File: config.mk
export PLATFORM = sky130hd
export DESIGN_NAME = apb_cmd_master
export DESIGN_NICKNAME = d
export VERILOG_FILES = /design/src/rtl/apb_cmd_master.sv
export SDC_FILE = /design/constraint.sdc
export NUM_CORES = 2
export LEC_CHECK = 0
export ABC_AREA = 0
export BUFFER_PORTS_ARGS = -buffer_cell sky130_fd_sc_hd__buf_2
export CAP_MARGIN = 20
export CORE_AREA = 4 4 379 381
export DETAILED_ROUTE_END_ITERATION = 10
export DIE_AREA = 0 0 383 385
export PLACE_DENSITY = 0.69
export RECOVER_POWER = 25
export SYNTH_ARGS = -nofsm -noshare
export SYNTH_HDL_FRONTEND = slang
export SYNTH_SLANG_ARGS = --single-unit
File: constraint.sdc
create_clock -name clk -period 18.9 [get_ports clk]
set_clock_uncertainty 0.15 [all_clocks]
set_input_delay 3.78 -clock clk [delete_from_list [all_inputs] [get_ports clk]]
set_output_delay 3.78 -clock clk [all_outputs]
set_load 0.01 [all_outputs]
File: src/rtl/apb_cmd_master.sv
// Queued APB master: a command FIFO feeds an FSM that runs APB writes/reads,
// waits for an interrupt edge or delays, and reports one response per command.
module apb_cmd_master #(
    parameter int ADDR_W  = 9,
    parameter int DATA_W  = 91,
    parameter int DEPTH   = 16,
    parameter int TIMEOUT = 1023,
    parameter int CNT_W   = 16
) (
    input  logic                       clk,
    input  logic                       rst_n,
    input  logic                       cmd_valid,
    output logic                       cmd_ready,
    input  logic [1:0]                 cmd_op,
    input  logic [ADDR_W-1:0]          cmd_addr,
    input  logic [DATA_W-1:0]          cmd_wdata,
    output logic [ADDR_W-1:0]          paddr,
    output logic                       psel,
    output logic                       penable,
    output logic                       pwrite,
    output logic [DATA_W-1:0]          pwdata,
    input  logic [DATA_W-1:0]          prdata,
    input  logic                       pready,
    input  logic                       interupt,
    output logic                       rsp_valid,
    output logic [1:0]                 rsp_op,
    output logic [DATA_W-1:0]          rsp_data,
    output logic                       rsp_err,
    output logic                       busy,
    output logic [$clog2(DEPTH+1)-1:0] fifo_count
);
    localparam int PTR_W     = $clog2(DEPTH);
    localparam int FCW       = $clog2(DEPTH + 1);
    localparam int TW        = (TIMEOUT > 0) ? $clog2(TIMEOUT + 1) : 1;
    localparam int TO_LAST_I = (TIMEOUT > 0) ? TIMEOUT - 1 : 0;
    localparam bit TO_EN     = (TIMEOUT > 0);

    localparam logic [TW-1:0]    TO_LAST = TO_LAST_I[TW-1:0];
    localparam logic [TW-1:0]    T_ONE   = {{(TW-1){1'b0}}, 1'b1};
    localparam logic [FCW-1:0]   F_ONE   = {{(FCW-1){1'b0}}, 1'b1};
    localparam logic [FCW-1:0]   DEPTH_C = DEPTH[FCW-1:0];
    localparam logic [PTR_W-1:0] P_ONE   = {{(PTR_W-1){1'b0}}, 1'b1};
    localparam logic [CNT_W-1:0] C_ONE   = {{(CNT_W-1){1'b0}}, 1'b1};

    localparam logic [1:0] OP_WRITE = 2'd0;
    localparam logic [1:0] OP_READ  = 2'd1;
    localparam logic [1:0] OP_WAIT  = 2'd2;

    typedef enum logic [2:0] {
        ST_IDLE     = 3'd0,
        ST_SETUP    = 3'd1,
        ST_ACCESS   = 3'd2,
        ST_WAIT_IRQ = 3'd3,
        ST_DELAY    = 3'd4
    } state_t;

    logic [1:0]        op_mem   [DEPTH];
    logic [ADDR_W-1:0] addr_mem [DEPTH];
    logic [DATA_W-1:0] data_mem [DEPTH];

    logic [PTR_W-1:0] wr_ptr_r;
    logic [PTR_W-1:0] rd_ptr_r;
    logic [FCW-1:0]   count_r;
    logic [FCW-1:0]   count_nxt_s;
    logic             ready_r;
    logic             push_s;
    logic             pop_s;

    state_t           state_r;
    logic [1:0]       op_r;
    logic [TW-1:0]    tcnt_r;
    logic [CNT_W-1:0] dcnt_r;
    logic             irq_prev_r;
    logic             timeout_s;
    logic [1:0]       head_op_s;
    logic [CNT_W-1:0] head_cnt_s;

    assign push_s     = cmd_valid & ready_r;
    assign pop_s      = (state_r == ST_IDLE) && (count_r != '0);
    assign head_op_s  = op_mem[rd_ptr_r];
    assign head_cnt_s = data_mem[rd_ptr_r][CNT_W-1:0];
    assign timeout_s  = TO_EN && (tcnt_r == TO_LAST);

    assign cmd_ready  = ready_r;
    assign fifo_count = count_r;
    assign busy       = (state_r != ST_IDLE) || (count_r != '0);

    // next FIFO occupancy from this cycle's push/pop
    always_comb begin
        count_nxt_s = count_r;
        if (push_s && !pop_s) begin
            count_nxt_s = count_r + F_ONE;
        end else if (!push_s && pop_s) begin
            count_nxt_s = count_r - F_ONE;
        end else begin
            count_nxt_s = count_r;
        end
    end

    // FIFO pointers, occupancy and registered ready (low while in reset)
    always_ff @(posedge clk) begin
        if (!rst_n) begin
            wr_ptr_r <= '0;
            rd_ptr_r <= '0;
            count_r  <= '0;
            ready_r  <= 1'b0;
        end else begin
            if (push_s) begin
                wr_ptr_r <= wr_ptr_r + P_ONE;
            end
            if (pop_s) begin
                rd_ptr_r <= rd_ptr_r + P_ONE;
            end
            count_r <= count_nxt_s;
            ready_r <= (count_nxt_s < DEPTH_C);
        end
    end

    // FIFO storage; contents are don't-care once the pointers are reset
    always_ff @(posedge clk) begin
        if (push_s) begin
            op_mem[wr_ptr_r]   <= cmd_op;
            addr_mem[wr_ptr_r] <= cmd_addr;
            data_mem[wr_ptr_r] <= cmd_wdata;
        end
    end

    // command sequencer with registered APB and response outputs
    always_ff @(posedge clk) begin
        if (!rst_n) begin
            state_r    <= ST_IDLE;
            op_r       <= 2'd0;
            tcnt_r     <= '0;
            dcnt_r     <= '0;
            irq_prev_r <= 1'b0;
            paddr      <= '0;
            psel       <= 1'b0;
            penable    <= 1'b0;
            pwrite     <= 1'b0;
            pwdata     <= '0;
            rsp_valid  <= 1'b0;
            rsp_op     <= 2'd0;
            rsp_data   <= '0;
            rsp_err    <= 1'b0;
        end else begin
            rsp_valid <= 1'b0;
            rsp_op    <= 2'd0;
            rsp_data  <= '0;
            rsp_err   <= 1'b0;
            case (state_r)
                ST_IDLE: begin
                    if (pop_s) begin
                        op_r   <= head_op_s;
                        tcnt_r <= '0;
                        case (head_op_s)
                            OP_WRITE, OP_READ: begin
                                paddr   <= addr_mem[rd_ptr_r];
                                pwdata  <= data_mem[rd_ptr_r];
                                pwrite  <= (head_op_s == OP_WRITE);
                                psel    <= 1'b1;
                                penable <= 1'b0;
                                state_r <= ST_SETUP;
                            end
                            OP_WAIT: begin
                                // a level already high here must not count as an edge
                                irq_prev_r <= interupt;
                                state_r    <= ST_WAIT_IRQ;
                            end
                            default: begin
                                dcnt_r  <= (head_cnt_s == '0) ? C_ONE : head_cnt_s;
                                state_r <= ST_DELAY;
                            end
                        endcase
                    end
                end
                ST_SETUP: begin
                    penable <= 1'b1;
                    tcnt_r  <= '0;
                    state_r <= ST_ACCESS;
                end
                ST_ACCESS: begin
                    // pready wins over a timeout expiring in the same cycle
                    if (pready) begin
                        psel      <= 1'b0;
                        penable   <= 1'b0;
                        rsp_valid <= 1'b1;
                        rsp_op    <= op_r;
                        rsp_data  <= (op_r == OP_READ) ? prdata : '0;
                        state_r   <= ST_IDLE;
                    end else if (timeout_s) begin
                        psel      <= 1'b0;
                        penable   <= 1'b0;
                        rsp_valid <= 1'b1;
                        rsp_op    <= op_r;
                        rsp_err   <= 1'b1;
                        state_r   <= ST_IDLE;
                    end else begin
                        tcnt_r <= tcnt_r + T_ONE;
                    end
                end
                ST_WAIT_IRQ: begin
                    irq_prev_r <= interupt;
                    if (interupt && !irq_prev_r) begin
                        rsp_valid <= 1'b1;
                        rsp_op    <= op_r;
                        state_r   <= ST_IDLE;
                    end else if (timeout_s) begin
                        rsp_valid <= 1'b1;
                        rsp_op    <= op_r;
                        rsp_err   <= 1'b1;
                        state_r   <= ST_IDLE;
                    end else begin
                        tcnt_r <= tcnt_r + T_ONE;
                    end
                end
                ST_DELAY: begin
                    if (dcnt_r == C_ONE) begin
                        rsp_valid <= 1'b1;
                        rsp_op    <= op_r;
                        state_r   <= ST_IDLE;
                    end else begin
                        dcnt_r <= dcnt_r - C_ONE;
                    end
                end
                default: begin
                    psel    <= 1'b0;
                    penable <= 1'b0;
                    state_r <= ST_IDLE;
                end
            endcase
        end
    end

endmodule
# Word-level counts from Yosys, hierarchy flattened
# Memory sizes are Yosys's and may differ from the RTL's. A register that Yosys moved wholly into a read port is not among the register bits.
# Index checks and enable logic that the tools add are counted.
# classes
add_sub_neg	6
n_lt_le_gt_ge	1
n_eq_ne	18
n_mux	49
bitwise_logic	3
reduce_logical	30
# ops
op	count
2-to-1 mux 16 bit	4
2-to-1 mux 10 bit	4
case mux 10 bit (4 select lines)	1
case mux 16 bit (2 select lines)	1
AND reduction 4 bit	5
equality test 16 x 1 -> 1 bit (second input constant)	1
logical NOT 16 bit	1
2-to-1 mux 1 bit	16
2-to-1 mux 4 bit	4
subtractor 16 x 1 -> 16 bit (second input constant)	1
2-to-1 mux 3 bit	5
case mux 3 bit (5 select lines)	1
!= test 2 bit (second input constant)	6
adder 10 x 1 -> 10 bit (second input constant)	1
equality test 10 bit (second input constant)	1
2-to-1 mux 5 bit	2
adder 4 x 1 -> 4 bit (second input constant)	2
2-to-1 mux 2 bit	4
equality test 3 x 2 -> 1 bit (second input constant)	2
case mux 1 bit (3 select lines)	2
case mux 2 bit (3 select lines)	1
case mux 3 bit (2 select lines)	1
AND reduction 3 bit	2
OR reduction 3 bit	2
other kinds (24)	37
# word_totals
ff_bits	235
ramBits	1632
in_bits	198
output_inout_bits	205
elab_cells	127
memories	3
# mem_list
memory	depth	word_bits	rd	rd_ports_with_merged_regs	wr	line	rtl
data_mem	16	91	1	1	1	59	logic [DATA_W-1:0] data_mem [DEPTH];
addr_mem	16	9	1	1	1	58	logic [ADDR_W-1:0] addr_mem [DEPTH];
op_mem	16	2	1	1	1	57	logic [1:0] op_mem [DEPTH];

# Longest topological paths before layout
# depth
ltp_word	6
depth_mapped	14
ltp_nobuf	12

# Least setup slack after synthesis
# No wires, ideal clock.
# synth_path
path_type	input port to flip-flop
start	input port cmd_valid
end	memory addr_mem[3][0], enable pin
setup_time_ns	0.688
arrival_ns	11.030
t_required_ns	18.062
path_slack_ns	7.033
path_stages	4
n_path_buf	0
cell_sequence	nand2_1 > clkinv_1 > nand2_1 > nor3_1
# synth_via
elab_chain_len	3
# synth_rtl
element	line	rtl
start: declaration	12	input logic cmd_valid,
AND 1 bit	78	assign push_s = cmd_valid & ready_r;
net push_s	66	logic push_s;
2-to-1 mux 1 bit	121	if (push_s) begin
2-to-1 mux 1 bit (implied by the code)	123	addr_mem[wr_ptr_r] <= cmd_addr;
end: declaration	58	
# The timed path passes the listed nets, and every way through them passes these cells.

# Final worst setup path
# layout_path
start	register count_r[0], in the netlist fifo_count[0]
end	output port busy
# layout_via
elab_chain_len	2
# layout_rtl
element	line	rtl
start: declaration	63	logic [FCW-1:0] count_r;
start signal: assignment	114	count_r <= count_nxt_s;
nonzero test 5 bit	86	assign busy = (state_r != ST_IDLE) || (count_r != '0);
logical OR 1 bit	86	
end: declaration	29	output logic busy,
# Every way passes these cells.

==> impl_metrics.env <==
export IMPL_status="completed"
export IMPL_postCtsHoldBufs=0
export IMPL_clk_latency_ns=0.82
export IMPL_worstPathMaxFanout=8
export IMPL_port_buffers=402
export IMPL_wl_per_cell_um=27.1
export IMPL_startpoint="fifo_count[0]"
export IMPL_grt_max_degree=146
export IMPL_avgViaCountPerCell=5.78
export IMPL_setup_viol=0
export IMPL_grt_first_pass_wirelength_um=233000
export IMPL_max_vdd_ir_drop_mv=0.133
export IMPL_ys_types=61
export IMPL_grt_util_met3=0.0488
export IMPL_detail_route_antenna_nets=0
export IMPL_track_usage=0.216
export IMPL_p_sw_frac=0.271
export IMPL_antenna_found_initial=31
export IMPL_dr_first_iter_drc_count=3207
export IMPL_p_clk_frac=0.344
export IMPL_p_total_uw=10400
export IMPL_cts_buffers=184
export IMPL_ys_seq_area_frac=0.773
export IMPL_use_met1=0.303
export IMPL_ys_ff_latch=1880
export IMPL_final_common_cell="edfxtp_1"
export IMPL_power_frac_comb=0.194
export IMPL_stdcell_count=5836
export IMPL_power_frac_seq=0.462
export IMPL_gp_congestion=0.808
export IMPL_slew_viol_final=0
export IMPL_fillers=10300
export IMPL_slowest_stage="nor4b_1"
export IMPL_setup_worst_path_start_class="flop"
export IMPL_p_per_area_nw_per_um2=130
export IMPL_die_y_um=385
export IMPL_synth_edf_count=1632
export IMPL_fmax_mhz=156
export IMPL_synthFlopType="edfxtp_1"
export IMPL_fp_row_count=138
export IMPL_met2_usage=0.348
export IMPL_p_leak_uw=0.0256
export IMPL_hpwl_um=91200
export IMPL_switching_power_uw=2830
export IMPL_drv_cap=0
export IMPL_ctsLongestPathBuffers=3
export IMPL_cts_tree="done"
export IMPL_cts_resized=0
export IMPL_drtPass1Iterations=5
export IMPL_worst_pin_slew_ns=1.08
export IMPL_rsz0062_at_grt="no"
export IMPL_drive_above_1_share=0.303
export IMPL_p_int_uw=7610
export IMPL_postPlaceCellArea_um2=74100
export IMPL_pin_count=403
export IMPL_grt_busiest_layer="met2"
export IMPL_post_synth_cell_area_avg_um2=21.2
export IMPL_hold_slack_ns=0.300
export IMPL_area_delta_synth_final_pct=14.7
export IMPL_syn_num_nets=3505
export IMPL_wirelength_um=158000
export IMPL_final_nets=3980
export IMPL_dp_cells=5472
export IMPL_fin_crit_ns=6.40
export IMPL_post_cts_buffers=0
export IMPL_fin_crit_sh=0.339
export IMPL_cts_htree_levels=4
export IMPL_hold_viol=0
export IMPL_cp_data_arrival_time_ns=2.47
export IMPL_path_cells="inv_1 -> ha_1 -> nor4b_1 -> nand2_1 -> buf_2"
export IMPL_grt_pass1_vias=34200
export IMPL_path_clk_slew_ns=0.06
export IMPL_synthesis_instances=3294
export IMPL_cts_sinks=1880
export IMPL_post_route_cell_area_um2=80100
export IMPL_final_cell_mix="edfxtp_1, mux4_2, buf_2, nand2_1, dfxtp_1"
export IMPL_hp_class="reg2reg"
export IMPL_slew_headroom=0.282
export IMPL_min_from="paddr[2]"
export IMPL_cts_root_buf="clkbuf_16"
export IMPL_syn_area_um2=69800
export IMPL_fin_tns_setup_ns=0
export IMPL_die_area_um2=147000
export IMPL_fp_dieW_um=383
export IMPL_via_count=33700
export IMPL_ys_warn_count=0
export IMPL_core_area_um2=141000
export IMPL_drcViolationCount=0
export IMPL_required_ns=14.97
export IMPL_cpLargestDelayFamily="simple AND/OR/NAND/NOR gates"
export IMPL_initial_utilization=0.497
export IMPL_cp_end_kind="output pin"
export IMPL_path_buf_inv=2
export IMPL_slowest_delay_ns=0.51
export IMPL_crit_type="reg2out"
export IMPL_grt_ovfl_total=0
export IMPL_async_flop_share=0
## through the flow
step,setup WS [ns],util
after global routing,12.23,0.570
after global placement,11.50,0.527
final,12.50,0.570
after CTS,12.34,0.570
after detailed placement,11.47,0.527
after floorplan,7.03,-
## state kept, by name (all words and copies together), names as in the netlist, 2 cells and up, named ones only
name / cells
tcnt_r: 10
state_r: 3
paddr: 9
rsp_op: 2
wr_ptr_r: 4
data_mem: 1456
rsp_data: 91
addr_mem: 144
dcnt_r: 16
pwdata: 91
op_r: 2
rd_ptr_r: 4
op_mem: 32
fifo_count: 5
## path summary, 6_finish.rpt
kind                     to  cells past startpoint  slack [ns]
setup / recovery       busy                      5       12.50
hold / removal     paddr[2]                      2        0.30
setup reg to reg  dcnt_r[0]                      8       14.06
hold reg to reg    paddr[2]                      2        0.30
## power by group through the flow
stage	Clock [uW]	Sequential, uW	Combinational [uW]
after floorplan	0	4910	1380
after global placement	0	4900	2050
after detailed placement	0	4910	2070
after CTS	3670	4820	2070
after global routing	3860	4840	2210
final	3590	4820	2030
## cell families (layout without fill, tap and decap cells)
| family | Yosys count | after routing | synth area share |
|---|---|---|---|
| other | 0 | 17 | 0 |
| XOR/XNOR | 11 | 11 | 0.00138 |
| AND/OR/NAND/NOR | 478 | 478 | 0.0322 |
| multiplexers | 501 | 501 | 0.161 |
| AO/OA/AOI/OAI | 219 | 219 | 0.0187 |
| buffers and inverters | 192 | 827 | 0.0117 |
| adder cells (fa/ha/maj) | 13 | 13 | 0.00233 |
| flip-flops | 1880 | 1880 | 0.773 |
## synthesized netlist by cell type (all sizes together) (8+ instances only)
cell,instances,area (um2)
a21oi,135,679
a22oi,36,275
and2,99,619
buf,65,337
clkbuf,111,417
dfxtp,248,4960
edfxtp,1632,49000
ha,13,163
inv,14,52.6
mux4,495,11200
nand2,249,935
nand3,9,45.0
nand4,8,50.1
nor2,53,206
nor3,12,60.1
nor4,8,56.3
o21ai,18,90.1
or3,10,62.6
## per-layer routing
layer  up-vias  part of all wire  routed length, um
li1      14400                 -                  -
met1     17700              0.41              64400
met2      1350              0.49              77500
met3       210             0.081              12700
met4        10             0.021               3320
met5         -           0.00042                 66
## layout make-up
cell class	count	area, um2	share of cell area
sequential	1880	54000	0.674
multi-input combinational	1222	15200	0.189
clock buffer	256	5100	0.0638
timing repair buffer	465	2440	0.0305
tap	1890	2360	0.0295
clock inverter	90	911	0.0114
inverter	16	65.1	0.000813
antenna	17	42.5	0.000531
## worst reg2reg max path, cell delays in order, from the launching register on
cell and delay (ns):
dfxtp_4 0.86, buf_4 0.88, buf_4 1.00, mux4_2 0.46, a22oi_1 0.36, nand2_1 0.30
nor4_1 0.37, a41oi_1 0.15, o311ai_1 0.23
Power figures use the tool's default switching activity.
